**config.mk**
```make
export PLATFORM = sky130hd
export DESIGN_NAME = uart_tx_feeder_flat
export DESIGN_NICKNAME = d
export VERILOG_FILES = /design/src/rtl/uart_tx_feeder_if.sv /design/src/rtl/uart_tx_feeder.sv /design/src/flat_wrapper.sv
export SDC_FILE = /design/constraint.sdc
export NUM_CORES = 1
export LEC_CHECK = 0
export CORE_AREA = 10 10 102 126
export DETAILED_ROUTE_END_ITERATION = 10
export DIE_AREA = 0 0 112 136
export PLACE_DENSITY_LB_ADDON = 0.12
export REMOVE_ABC_BUFFERS = 1
export SYNTH_ARGS = -nofsm -noshare
export SYNTH_HDL_FRONTEND = slang
export SYNTH_SLANG_ARGS = --single-unit
```
**constraint.sdc**
```tcl
create_clock -name clk -period 3.29 [get_ports clk]
set_clock_uncertainty 0.05 [all_clocks]
set_input_delay 0.329 -clock clk [delete_from_list [all_inputs] [get_ports clk]]
set_output_delay 0.329 -clock clk [all_outputs]
set_load 0.005 [all_outputs]
```
**src/rtl/uart_tx_feeder_if.sv**
```systemverilog
// Byte stream handshake between a producer and the UART transmit feeder.
// The producer drives data/valid; the feeder answers with ready.
interface uart_tx_feeder_if;
  logic [7:0] in_data;
  logic       in_valid;
  logic       in_ready;

  modport master (output in_data, output in_valid, input in_ready);
  modport slave  (input in_data, input in_valid, output in_ready);
endinterface

```
**src/rtl/uart_tx_feeder.sv**
```systemverilog
// Byte FIFO plus handshake sequencer feeding an 8N1 transmitter: one senddata
// pulse per byte, then waits for txdone to fall and rise before the next one.
module uart_tx_feeder #(
  parameter int DEPTH_LOG2 = 4
) (
  input  logic                  clk,
  input  logic                  rst_n,
  uart_tx_feeder_if.slave       in_if,
  output logic                  senddata,
  output logic [7:0]            txbyte,
  input  logic                  txdone,
  output logic [DEPTH_LOG2:0]   count,
  output logic                  busy
);

  localparam int DEPTH = 1 << DEPTH_LOG2;
  localparam logic [DEPTH_LOG2:0] FULL = (DEPTH_LOG2 + 1)'(DEPTH);

  typedef enum logic [1:0] {IDLE, SEND, WAIT_LOW, WAIT_HIGH} state_t;

  state_t                state_q, state_d;
  logic [7:0]            mem [DEPTH];
  logic [DEPTH_LOG2-1:0] wr_q, rd_q;
  logic                  push, pop;

  assign in_if.in_ready = (count != FULL);
  assign push           = in_if.in_valid && in_if.in_ready;
  // A pop is exactly the IDLE->SEND transition; txdone guards against an in-flight frame.
  assign pop            = (state_q == IDLE) && (count != '0) && txdone;
  assign busy           = (count != '0) || (state_q != IDLE);

  // NOTE: every variable is given a default first so no path leaves it unassigned (no latch).
  always_comb begin
    state_d = state_q;
    case (state_q)
      IDLE:      if (pop)     state_d = SEND;
      SEND:                   state_d = WAIT_LOW;
      WAIT_LOW:  if (!txdone) state_d = WAIT_HIGH;
      WAIT_HIGH: if (txdone)  state_d = IDLE;
      default:                state_d = IDLE;
    endcase
  end

  // NOTE: sequential state uses non-blocking assignments so all flops update together.
  always_ff @(posedge clk or negedge rst_n) begin
    if (!rst_n) begin
      state_q  <= IDLE;
      senddata <= 1'b0;
      txbyte   <= 8'h00;
      wr_q     <= '0;
      rd_q     <= '0;
      count    <= '0;
    end else begin
      state_q  <= state_d;
      senddata <= (state_d == SEND);
      if (pop) begin
        txbyte <= mem[rd_q];
        rd_q   <= rd_q + 1'b1;
      end
      if (push) wr_q <= wr_q + 1'b1;
      case ({push, pop})
        2'b10:   count <= count + 1'b1;
        2'b01:   count <= count - 1'b1;
        default: count <= count;
      endcase
    end
  end

  // NOTE: storage is not reset; count and pointers alone define which entries are valid.
  always_ff @(posedge clk) begin
    if (push) mem[wr_q] <= in_if.in_data;
  end

endmodule

```
**src/flat_wrapper.sv**
```systemverilog
// flat-port wrapper written by rule: the top's interface ports become plain ports
module uart_tx_feeder_flat 
#(
  parameter int DEPTH_LOG2 = 4
)
  (clk, rst_n, senddata, txbyte, txdone, count, busy, in_if_in_data, in_if_in_valid, in_if_in_ready);
  uart_tx_feeder_if in_if_i ();
  input  logic clk;
  input  logic rst_n;
  output logic senddata;
  output logic [7:0] txbyte;
  input  logic txdone;
  output logic [DEPTH_LOG2:0] count;
  output logic busy;
  input wire logic [$bits(in_if_i.in_data)-1:0] in_if_in_data;
  input wire logic [$bits(in_if_i.in_valid)-1:0] in_if_in_valid;
  output wire logic [$bits(in_if_i.in_ready)-1:0] in_if_in_ready;
  assign in_if_i.in_data = in_if_in_data;
  assign in_if_i.in_valid = in_if_in_valid;
  assign in_if_in_ready = in_if_i.in_ready;
  uart_tx_feeder #(.DEPTH_LOG2(DEPTH_LOG2)) u_core (.clk(clk), .rst_n(rst_n), .in_if(in_if_i), .senddata(senddata), .txbyte(txbyte), .txdone(txdone), .count(count), .busy(busy));
endmodule
```
==> impl_summary.md, run 1 <==
Run status
The run finished with clean final reports.

Critical path
Walking the worst path, the cells encountered are or4_4, o211a_4, ha_1, xor2_1, ha_1, inv_1, a222oi_1, nor3_1, xor2_1. For the worst flop-to-flop path, the logic depth is 9. The end of the worst register-to-register path is u_core.count[4]. The required time at the worst-slack endpoint is 3530 ps.

The number of buffers and inverters on the critical path is 1. The worst setup path is launched from a flip-flop. The critical path arrival is 3200 ps. The startpoint of the worst register-to-register path is u_core.count[2]. On the worst path, the slowest cell contributes a delay of approximately 600 ps.

Of all nets on the critical path, the largest fanout is 24. For flop-to-flop paths, the worst setup slack is 330 ps. The critical path is of the reg -> reg type. The worst setup path is captured at a flip-flop. The family with the most delay on the worst path is simple AND/OR/NAND/NOR gates.

The cell at the slowest stage of the critical path is or4_4.

Clocking
Clock-pin slew was measured on the worst setup and hold paths at 60 ps. CTS saw approximately 150 sinks. The number of buffers inserted during clock tree synthesis is 17.

The number of post-CTS setup repair buffers is 0. After clock tree synthesis, the flow added hold-fix buffers numbering 0. The CTS tree is yes.

The clock passes through at most 2 buffers. The number of instances resized during post-cts repair is 0. The clock tree root buffer cell is clkbuf_16.

The insertion delay to the later sink of the worst-skew pair is 410 ps. In this run the number of H-tree levels came out at 4.

Cells and area
After the last flow step, the layout net total stands at 383. The share of final-layout standard cells stronger than drive strength 1 is 0.237. The filler cells instantiated in the layout total between 600 and 700. 0 antenna diodes ended up in the layout. The post-synthesis to final-layout area growth is 17.6%.

The final non-filler cell total is 508.

STA
The clock period minus final worst setup slack is between 2000 and 3000 ps. Measured against its own limit, the worst slew margin works out to 0.376. The count of final setup violators is 0.

The final cycle utilization of the critical path is 0.900. Based on the critical path, the design can be clocked at up to ~340 MHz. The final setup TNS is 0 ps.

The actual slew at the worst max-slew pin is 933 ps. The hold violation total from the final report is 0. The max-slew violation count was 0.

Setup repair after global routing left no endpoint under its margin.

Die
The die span in x is 112 um. The die area is 0.0152 sq mm. The core region is 0.0105 sq mm. The number of ports placed on the die boundary is 28. After floorplanning, the core was divided into 42 placement rows. The initial core utilization is 0.585. The die is about 140 um tall.

Global routing
After global routing the overflow that remains totals 0. The total track usage is 0.160. Entering global routing, the biggest net connects 34 pins. The first global-routing pass estimated 18600 um of wire.

The initial antenna violation count came to 0. The number of global-route vias before repair came to 3315.

Yosys
The top cell type's share of synthesized area is 0.628. For this run, the number of Yosys warnings is 0. The netlist uses 36 different library cells. Among all flip-flop cells after synthesis, the most frequent one is edfxtp_1. The count of mapped cells out of synthesis is 323. The share of the Yosys chip area taken by registers is 0.727. The synthesized netlist occupies a cell area of between 0.006 and 0.007 sq mm. In this run, synthesis produced a sequential element count of ~150. After synthesis, the share of flip-flops with an asynchronous set or reset is 0.158. The average instance in the mapped netlist occupies 18.9 sq um. By area the synthesized netlist is led by edfxtp_1 63%, mux4_2 12%, dfrtp_1 9.8%, a221oi_2 2.0%, ha_1 1.6%. By count the netlist is led by 128 x edfxtp_1, 32 x mux4_2, 24 x dfrtp_1, 24 x nor2_1, 10 x nand2_1. The dominant cell by count in the synthesized netlist is edfxtp_1. Yosys mapped a number of flops with a built-in enable equal to approximately 130. edfxtp_1 takes more of the synthesized area than any other cell.

Detailed routing
The overall via count from detail_route is 2997. The remaining antenna violation count is 0. The average wire length per cell after detail routing is 22.6 um.

The initial detailed-routing violation count is just under 200. Using the TritonRoute via totals, the vias-per-cell ratio works out to 5.90. The first TritonRoute pass finished after 4 iterations. The wire length after detailed routing is 11500 um. The DRC violation count after routing is 0.

Place
The congestion estimate from routability-driven global placement came to 0.812. The number of input and output port buffers inserted is 27. The HPWL after detailed placement is 7430 um.

The total placed cells including tap cells is 476.

Pwr
The total power density per cell area is a little under 900 mW/mm^2. The static leakage is 2.49 nW. The total power is 0.00628 W. IR analysis of the VDD net gives a maximum drop of 468 uV.

Flow run
Across the run, the number of max-cap violations was 0.

Min path
The tightest min-delay check is of the in -> async type.
[routing by layer]
metal / track usage / wire length (um) / part of all wire / up-vias
met1: 0.192 / 4890 / 0.43 / 1567
met5: 0 / 0 / 0 / -
met4: 0.0692 / 220 / 0.019 / 0
met3: 0.0362 / 357 / 0.031 / 17
met2: 0.272 / 6010 / 0.52 / 52
li1: - / - / - / 1361
[power breakdown]
| group | internal, W | leakage, nW | switching (W) |
|---|---|---|---|
| logic | 0.000795 | 0.744 | 0.000722 |
| clock network | 0.00136 | 0.306 | 0.000704 |
| registers | 0.00240 | 1.44 | 0.000299 |
| total | 0.00455 | 2.49 | 0.00173 |
[area by class of cell]
cell class	count	area, sq um	share of cell area
multi-input cells	144	1550	0.215
inverters	6	22.5	0.00313
flip-flops and latches	152	4450	0.618
repair buffers	42	383	0.0532
clock inverters	10	176	0.0245
well taps	132	165	0.0230
clock buffers	22	454	0.0631
[registers in the layout, summed over array words and instances (netlist names)]
register         flops
u_core.mem         128
u_core.wr_q          4
u_core.rd_q          4
u_core.txbyte        8
u_core.senddata      1
u_core.state_q       2
u_core.count         5
[how the worst max path moves through the flow]
stage | startpoint | end | slack [ps] | depth (start not counted)
2_1_floorplan | u_core.count[2] | u_core.count[4] | 550 | 9
3_3_place_gp | u_core.count[2] | u_core.count[4] | 420 | 9
3_5_place_dp | u_core.count[2] | u_core.count[4] | 340 | 9
4_1_cts | u_core.count[2] | u_core.count[4] | 340 | 9
5_1_grt | u_core.count[2] | u_core.count[4] | 170 | 9
6_report | u_core.count[2] | u_core.count[4] | 330 | 9
[placed cells by master (no fill, tap or decap), drive strengths merged, types with 10 or more instances in the layout]
| master | instances |
|---|---|
| clkbuf | 22 |
| buf | 15 |
| nor2 | 24 |
| mux4 | 32 |
| clkdlybuf4s50 | 27 |
| nand2 | 10 |
| dfrtp | 24 |
| edfxtp | 128 |
[cells by family (layout without fill, tap and decap cells)]
logic type / Yosys count / after routing / share of synthesized area
muxes: 42 / 42 / 0.135
xor gates and xnor gates: 13 / 13 / 0.0186
DFF: 152 / 152 / 0.727
buffers and inverters: 27 / 80 / 0.0203
AOI/OAI and AO/OA: 29 / 29 / 0.0444
and+or+nand+nor: 52 / 52 / 0.0391
adders and majority gates: 8 / 8 / 0.0164
[stage by stage]
step | hold slack [ps] | utilization | setup WS [ps] | cell area, sq um
floorplan | -16.6 | - | 549 | 6010
global placement | 441 | 0.628 | 421 | 6560
detailed placement | 446 | 0.628 | 344 | 6560
CTS | 349 | 0.688 | 345 | 7190
global route | 382 | 0.688 | 171 | 7190
finish | 320 | 0.688 | 330 | 7190
No activity file was read; power rests on OpenSTA's default activity.
==> run 2: changes to the inputs <==
--- a/config.mk
+++ b/config.mk
@@ -5,9 +5,9 @@
 export SDC_FILE = /design/constraint.sdc
 export NUM_CORES = 1
 export LEC_CHECK = 0
-export CORE_AREA = 10 10 102 126
+export CORE_AREA = 10 10 133 166
 export DETAILED_ROUTE_END_ITERATION = 10
-export DIE_AREA = 0 0 112 136
+export DIE_AREA = 0 0 143 176
 export PLACE_DENSITY_LB_ADDON = 0.12
 export REMOVE_ABC_BUFFERS = 1
 export SYNTH_ARGS = -nofsm -noshare
==> run 2 against run 1 <==
Maximum frequency increased by 7.1%; clock power decreased by 2%; count of clock-buffer cells in the layout decreased by 5; global-route usage decreased by 5.4 points; flip-flop and latch count unchanged; sequential share of layout area decreased by 1.4 points; non-clock buffer count increased by 6.
==> impl_summary.md, run 2 (synthesis gave the netlist of run 1 again) <==
Run status
The flow ran to the end, and the final reports show no timing, DRC or antenna violations.

Cells and area
u_core.mem holds more flip-flops than any other register. The library cell used most frequently in the layout, excluding fill and tap cells, is edfxtp_1. The number of flip-flops under the largest register name is 128 (unchanged). In the final layout, the registers with the most flip-flops are u_core.mem x128, u_core.txbyte x8, u_core.count x5. The final non-filler cell total is 617 (+21%). The top cell types in the final layout, fill and taps aside, are 128 x edfxtp_1, 32 x mux4_2, 27 x clkdlybuf4s50_1. The share of final-layout standard cells stronger than drive strength 1 came to 0.260 (+0.0231). The number of inserted diodes was 0 (unchanged). The final net count came to 389 (+1.6%). The post-synthesis to final-layout area growth is 20.3%. The post-layout utilization of the core is 0.386 (-0.301).

STA
The clock period minus final worst setup slack is 2760 ps (-197 ps). The final cycle utilization of the critical path is 0.840 (-0.0600). The worst slack on hold paths is 351 ps (+31.4 ps). The final setup TNS is 0 ps (unchanged).

Setup repair after global routing left no endpoint under its margin. The max-slew violation count is 0 (unchanged). The hold violation total from the final report is 0 (unchanged). The actual slew at the worst max-slew pin is 863 ps (-69.8 ps). The worst slew slack as a fraction of its limit is 0.423 (+0.0471). The post-layout worst setup margin came to 527 ps (+197 ps).

The highest clock rate is 362 MHz (+7.1%). The count of final setup violators is 0 (unchanged).

Critical path
STA classifies the critical path startpoint as a flip-flop. The endpoint type of the worst setup path is a flip-flop. The top fanout value on the critical path was 9 (-63%). The critical path arrival came to 3010 ps (-190 ps). The required time at the worst-slack endpoint is 3540 ps (about the same).

By startpoint and endpoint, the worst setup path is classified as reg -> reg.

Clocking
The number of clock sinks is 152 (unchanged). The number of post-CTS setup repair buffers is 0 (unchanged). The CTS tree is yes. The clock slew at the register clock pins of the worst setup and hold paths came to 60 ps (about the same). The root buffer cell chosen for the clock tree is clkbuf_16. The number of levels in the clock H-tree is 4 (unchanged). The insertion delay to the later sink of the worst-skew pair came to 420 ps (about the same). The number of buffers between clock root and the deepest sink was 2 (unchanged). The number of buffers inserted during clock tree synthesis is 17 (unchanged). The number of instances resized during post-cts repair is 0 (unchanged). The hold buffer count at cts is 0 (unchanged).

Die
The initial core utilization was 0.321 (-0.264). The number of ports placed on the die boundary is 28 (unchanged). The die span in x is 143 um (+28%).

The floorplan die height is 176 um (+29%). The number of standard-cell rows in the floorplan is 57 (+36%). The core region area is 0.0190 sq mm (+82%). The die area is 0.0252 sq mm (+65%).

Place
The total placed cells including tap cells is 586 (+23%). The worst setup timing slack at the placement stage was 533 ps (+189 ps). The number of input and output port buffers inserted came to 27 (unchanged). The global placement routability congestion is 0.736 (-9.3%). The post-detailed-placement half-perimeter wirelength is 8290 um (+12%).

Pwr
The maximum VDD drop came to 372 uV (-21%). The static leakage is 2.51 nW (+1.2%). The total power density per cell area was 851 mW/mm^2 (-2.5%).

Min path
The tightest min-delay check is of the in -> async type.

Global routing
The number of global-route vias before repair is 3263 (-1.6%). The first-pass GRT wire length was 19700 um (+5.7%). The total track usage is 0.106 (-0.0536).

The initial antenna violation count is 0 (unchanged). The leftover overflow at the end of global routing is 0 (unchanged). The largest net degree at the start of global routing came to 35 (+2.9%).

Detailed routing
The DRC violation count after routing is 0 (unchanged). The initial detailed-routing violation count is 206 (+5.1%). The average wire length per cell after detail routing is 20.3 um (-10%). The wire length after detailed routing is 12500 um (+9.3%).

The via density per instance is 4.86 (-18%). The overall via count from detail_route was 2997 (unchanged). The remaining antenna violation count is 0 (unchanged). The first-pass iteration count of the detailed router is 4 (unchanged).

Flow run
The max-capacitance violation count is 0 (unchanged).
run 2: cell types whose count changed in the layout (fill, tap and decap cells not counted):
cell and delta:
bufinv_16 -1, clkbuf_8 -1, clkinvlp_4 +1, clkinv_1 -1, buf_4 +5, clkinv_4 +2, buf_12 +1, clkbuf_1 -4
clkinv_2 +3
run 2: per-stage QoR:
stage,area (sq um),power (W)
finish,7360,0.00626
global placement,6750,0.00432
floorplan,6010,0.00366
detailed placement,6750,0.00435
CTS,7360,0.00638
global route,7360,0.00661
run 2: final timing paths:
| check | startpoint | endpoint | slack [ps] | cells past startpoint |
|---|---|---|---|---|
| setup / recovery | u_core.count[2] | u_core.count[4] | 530 | 9 |
| min in group clk | u_core.state_q[1] | u_core.state_q[0] | 450 | 1 |
| setup reg to reg | u_core.count[2] | u_core.count[4] | 530 | 9 |
| hold reg to reg | u_core.state_q[1] | u_core.state_q[0] | 450 | 1 |
| max in group asynchronous | rst_n | u_core.count[1] | 2180 | 2 |
| hold / removal | rst_n | u_core.count[4] | 350 | 1 |
run 2: per-layer routing:
layer | global-route usage | up-vias | share of wire | wire (um)
met5 | 0 | - | 0 | 0
met4 | 0.0491 | 0 | 0.018 | 229
met3 | 0.0272 | 15 | 0.030 | 374
met2 | 0.181 | 55 | 0.53 | 6670
met1 | 0.123 | 1559 | 0.42 | 5270
li1 | - | 1368 | - | -
run 2: where the power goes:
part	leakage, nW	switching (W)	internal (W)
clock	0.298	0.000751	0.00126
combinational	0.781	0.000794	0.000819
sequential	1.44	0.000248	0.00240
run 2: worst max-delay path, stage by stage (launching register included):
cell and delay (ps):
dfrtp_1 480, or4_4 600, o211a_4 250, ha_1 290, xor2_1 180, ha_1 210, inv_1 60, a222oi_1 300
nor3_1 100, xor2_1 140
run 2: cell type report:
type | count | area [sq um]
sequential | 152 | 4450
multi-input combinational | 144 | 1550
tap | 236 | 295
inverter | 6 | 22.5
clock inverter | 14 | 183
fill | 1703 | 11700
clock buffer | 17 | 425
timing repair buffer | 48 | 440
==> run 3: changes to the inputs <==
==> constraint.sdc (replaced) <==
create_clock -name clk -period 2.5 [get_ports clk]
set_clock_uncertainty 0.05 [all_clocks]
set_input_delay 0.25 -clock clk [delete_from_list [all_inputs] [get_ports clk]]
set_output_delay 0.25 -clock clk [all_outputs]
set_load 0.005 [all_outputs]
==> run 3 against run 2 <==
Critical path depth is the same; total power grew 30%; critical path type unchanged; sequential share of layout area shrank 0.18 points; die area is the same; final cell count grew 0.97%; maximum frequency grew 12%; critical endpoint unchanged.
==> impl_summary.md, run 3 (synthesis gave the netlist of run 1 again) <==
Cells and area
The final instance area is 0.00738 sq mm (+0.31%). The commonest non-fill, non-tap cell in the layout is edfxtp_1. The number of flip-flops under the largest register name is 128 (unchanged).

The area growth from synthesis to layout is 20.7%. The final net count is 394 (+1.3%). Ranked by flip-flop count, first place goes to u_core.mem. The share of final-layout standard cells stronger than drive strength 1 is 0.274 (+0.0141). The area occupied by multi-input gates was 0.00158 sq mm (+2.3%). The total area of sequential cells is 0.00445 sq mm (unchanged).

The largest registers in the layout are u_core.mem x128, u_core.txbyte x8, u_core.count x5. The number of inserted diodes was 0 (unchanged). The library cells used most frequently in the layout, excluding fill and tap cells, are 128 x edfxtp_1, 32 x mux4_2, 27 x clkdlybuf4s50_1. The number of fillers in the final layout is 1742 (+2.3%).

Die
The initial core utilization is 0.321 (unchanged). The die span in x is 143 um (unchanged). The die area is 0.0252 sq mm (unchanged).

The core region area was 0.0190 sq mm (unchanged). The number of standard-cell rows in the floorplan is 57 (unchanged). The number of ports placed on the die boundary was 28 (unchanged). The floorplan die height came to 176 um (unchanged).

Detailed routing
The DRC violation count after routing came to 0 (unchanged). The remaining antenna violation count is 0 (unchanged). The initial detailed-routing violation count is 160 (-22%). The met2 layer wire length in the routed design is 6970 um (+4.4%).

After detailed routing, no signal wire sits above met4. The wire length on met1 is 5370 um (+2.0%). The average wire length per cell after detail routing is 20.7 um (+1.7%).

The overall via count from detail_route is 3010 (+0.43%). The first-pass iteration count of the detailed router came to 4 (unchanged). The via density per instance came to 4.83 (-0.53%). The wire length after detailed routing is 12900 um (+2.6%).

The detailed route wirelength on metal3 was 316 um (-16%).

Pwr
The switching power total is 0.00239 W (+33%). The maximum VDD drop was 481 uV (+29%). The switching share of total power is 0.294 (+0.00791). The fraction of power consumed by combinational cells is 0.295 (+0.038).

The part of the power in the clock network was 0.291 (-0.030). The portion of total power attributed to sequential cells is 0.413 (-0.009). The total power is 0.00813 W (+30%). The static leakage is 2.50 nW (-0.69%). The internal power component came to 0.00574 W (+28%). The total power density per cell area is 1100 mW/mm^2 (+29%).

STA
The worst slew slack as a fraction of its limit came to 0.419 (-0.00387). Setup repair after global routing could not meet its margin everywhere. The highest clock rate is 405 MHz (+12%). The max-slew violation count came to 0 (unchanged).

The hold violation total from the final report is 0 (unchanged). The clock period minus final worst setup slack was 2470 ps (-296 ps). The worst slack on hold paths came to 137 ps (-214 ps). The final cycle utilization of the critical path was 0.987 (+0.147).

The actual slew at the worst max-slew pin is 868 ps (+5.30 ps). The count of final setup violators is 0 (unchanged). The post-layout worst setup margin came to 32.9 ps (-494 ps).

Clocking
The clock slew at the register clock pins of the worst setup and hold paths is 60 ps (about the same). TritonCTS built the clock tree. The number of buffers between clock root and the deepest sink came to 2 (unchanged). The hold buffer count at cts is 0 (unchanged). The number of buffers inserted during clock tree synthesis was 17 (unchanged). The clock tree root buffer cell is clkbuf_16. The number of levels in the clock H-tree is 4 (unchanged). The insertion delay to the later sink of the worst-skew pair is 420 ps (about the same). The number of clock sinks is 152 (unchanged).

Place
The post-detailed-placement half-perimeter wirelength is 8430 um (+1.7%). The global placement routability congestion came to 0.777 (+5.6%). The placement-stage cell area was 0.00679 sq mm (+0.63%). The number of input and output port buffers inserted is 27 (unchanged). The worst setup timing slack at the placement stage was -36.1 ps (-569 ps).

Critical path
The critical path arrival is 2710 ps (-300 ps). By instance count, the cell type seen most on the critical path is xor2_1. STA classifies the critical path endpoint as a flip-flop. The top fanout value on the critical path is 3 (-6). The worst setup path is of the reg -> reg kind. The number of buffers and inverters on the critical path was 1 (unchanged). The delay of the slowest cell on the worst path is 550 ps (-50 ps). Traced cell by cell, the critical path runs through or4_4, o211a_4, ha_4, xor2_1, ha_2, inv_2, a222oi_1, nor3_1, xor2_1.

The worst setup path is launched from a flip-flop. The required time at the worst-slack endpoint was 2740 ps (-800 ps). The cell at the slowest stage of the critical path is or4_4. The family with the most delay on the worst path is simple AND/OR/NAND/NOR gates.

Global routing
The number of global-route vias before repair came to 3306 (+1.3%). The leftover overflow at the end of global routing is 0 (unchanged). The total track usage is 0.109 (+0.00284).

The first-pass GRT wire length is 20100 um (+2.1%). The initial antenna violation count is 0 (unchanged). The largest net degree at the start of global routing was 35 (unchanged).

Flow run
The max-capacitance violation count is 0 (unchanged).

Min path
The min-delay analysis places its worst path in the category in -> async.

Run status
The run finished with clean final reports.
[run 3: cell count changes in the layout (fill, tap and decap cells not counted), moves of 2 or more]
cell / previous run / this run
clkinv_4: 2 / 0
ha_2: 0 / 2
buf_4: 20 / 24
clkbuf_1: 0 / 4
ha_1: 8 / 5
clkinv_2: 6 / 4
clkbuf_8: 0 / 2
bufinv_16: 4 / 1
[run 3: path summary, 6_finish.rpt]
kind | startpoint | endpoint | slack [ps] | cells after the start
worst max register to register | u_core.count[3] | u_core.count[4] | 30 | 9
min in group clk | u_core.state_q[1] | u_core.state_q[0] | 460 | 1
worst max-delay path | u_core.count[3] | u_core.count[4] | 30 | 9
max in group asynchronous | rst_n | u_core.rd_q[2] | 1630 | 2
worst min-delay path | rst_n | u_core.txbyte[4] | 140 | 1
worst min register to register | u_core.state_q[1] | u_core.state_q[0] | 460 | 1
[run 3: power by group through the flow]
stage | registers [W] | clock network, W | logic (W)
detailed placement | 0.00342 | 0 | 0.00241
global route | 0.00341 | 0.00255 | 0.00260
finish | 0.00336 | 0.00237 | 0.00240
CTS | 0.00337 | 0.00243 | 0.00243
floorplan | 0.00359 | 0 | 0.00123
global placement | 0.00340 | 0 | 0.00239
[run 3: worst register-to-register path, delay by kind of cell (launching register included)]
family	cells	cell delay (ps)
AOI/OAI and AO/OA	2	580
DFF	1	380
xor gates and xnor gates	2	280
buffers and inverters	1	30
and+or+nand+nor	2	650
adders and majority gates	2	380
[run 3: repair_timing]
item | in CTS | in global routing
endpoints found under the setup margin | 1 | 1
resized for setup | 3 | 5
buffers inserted | 0 | 1
pin swaps | 4 | 6
[run 3: routing by layer]
| layer | global-route usage | vias to the layer above |
|---|---|---|
| met5 | 0 | - |
| met4 | 0.0491 | 0 |
| met3 | 0.0263 | 10 |
| met2 | 0.189 | 38 |
| met1 | 0.125 | 1583 |
| li1 | - | 1379 |
[run 3: final cells by class]
type,instances,area share
Inverter,6,0.00305
Tap cell,236,0.0400
Clock buffer,23,0.0634
Clock inverter,9,0.0103
Multi-Input combinational cell,144,0.215
Timing Repair Buffer,53,0.0664
Sequential cell,152,0.602
[run 3: per-stage QoR]
step / std cells / TNS (ps) / utilization
floorplan: 302 / -562 / -
global placement: 590 / 0 / 0.357
detailed placement: 590 / -36.1 / 0.357
CTS: 622 / 0 / 0.386
global route: 623 / -78.2 / 0.388
finish: 623 / 0 / 0.388
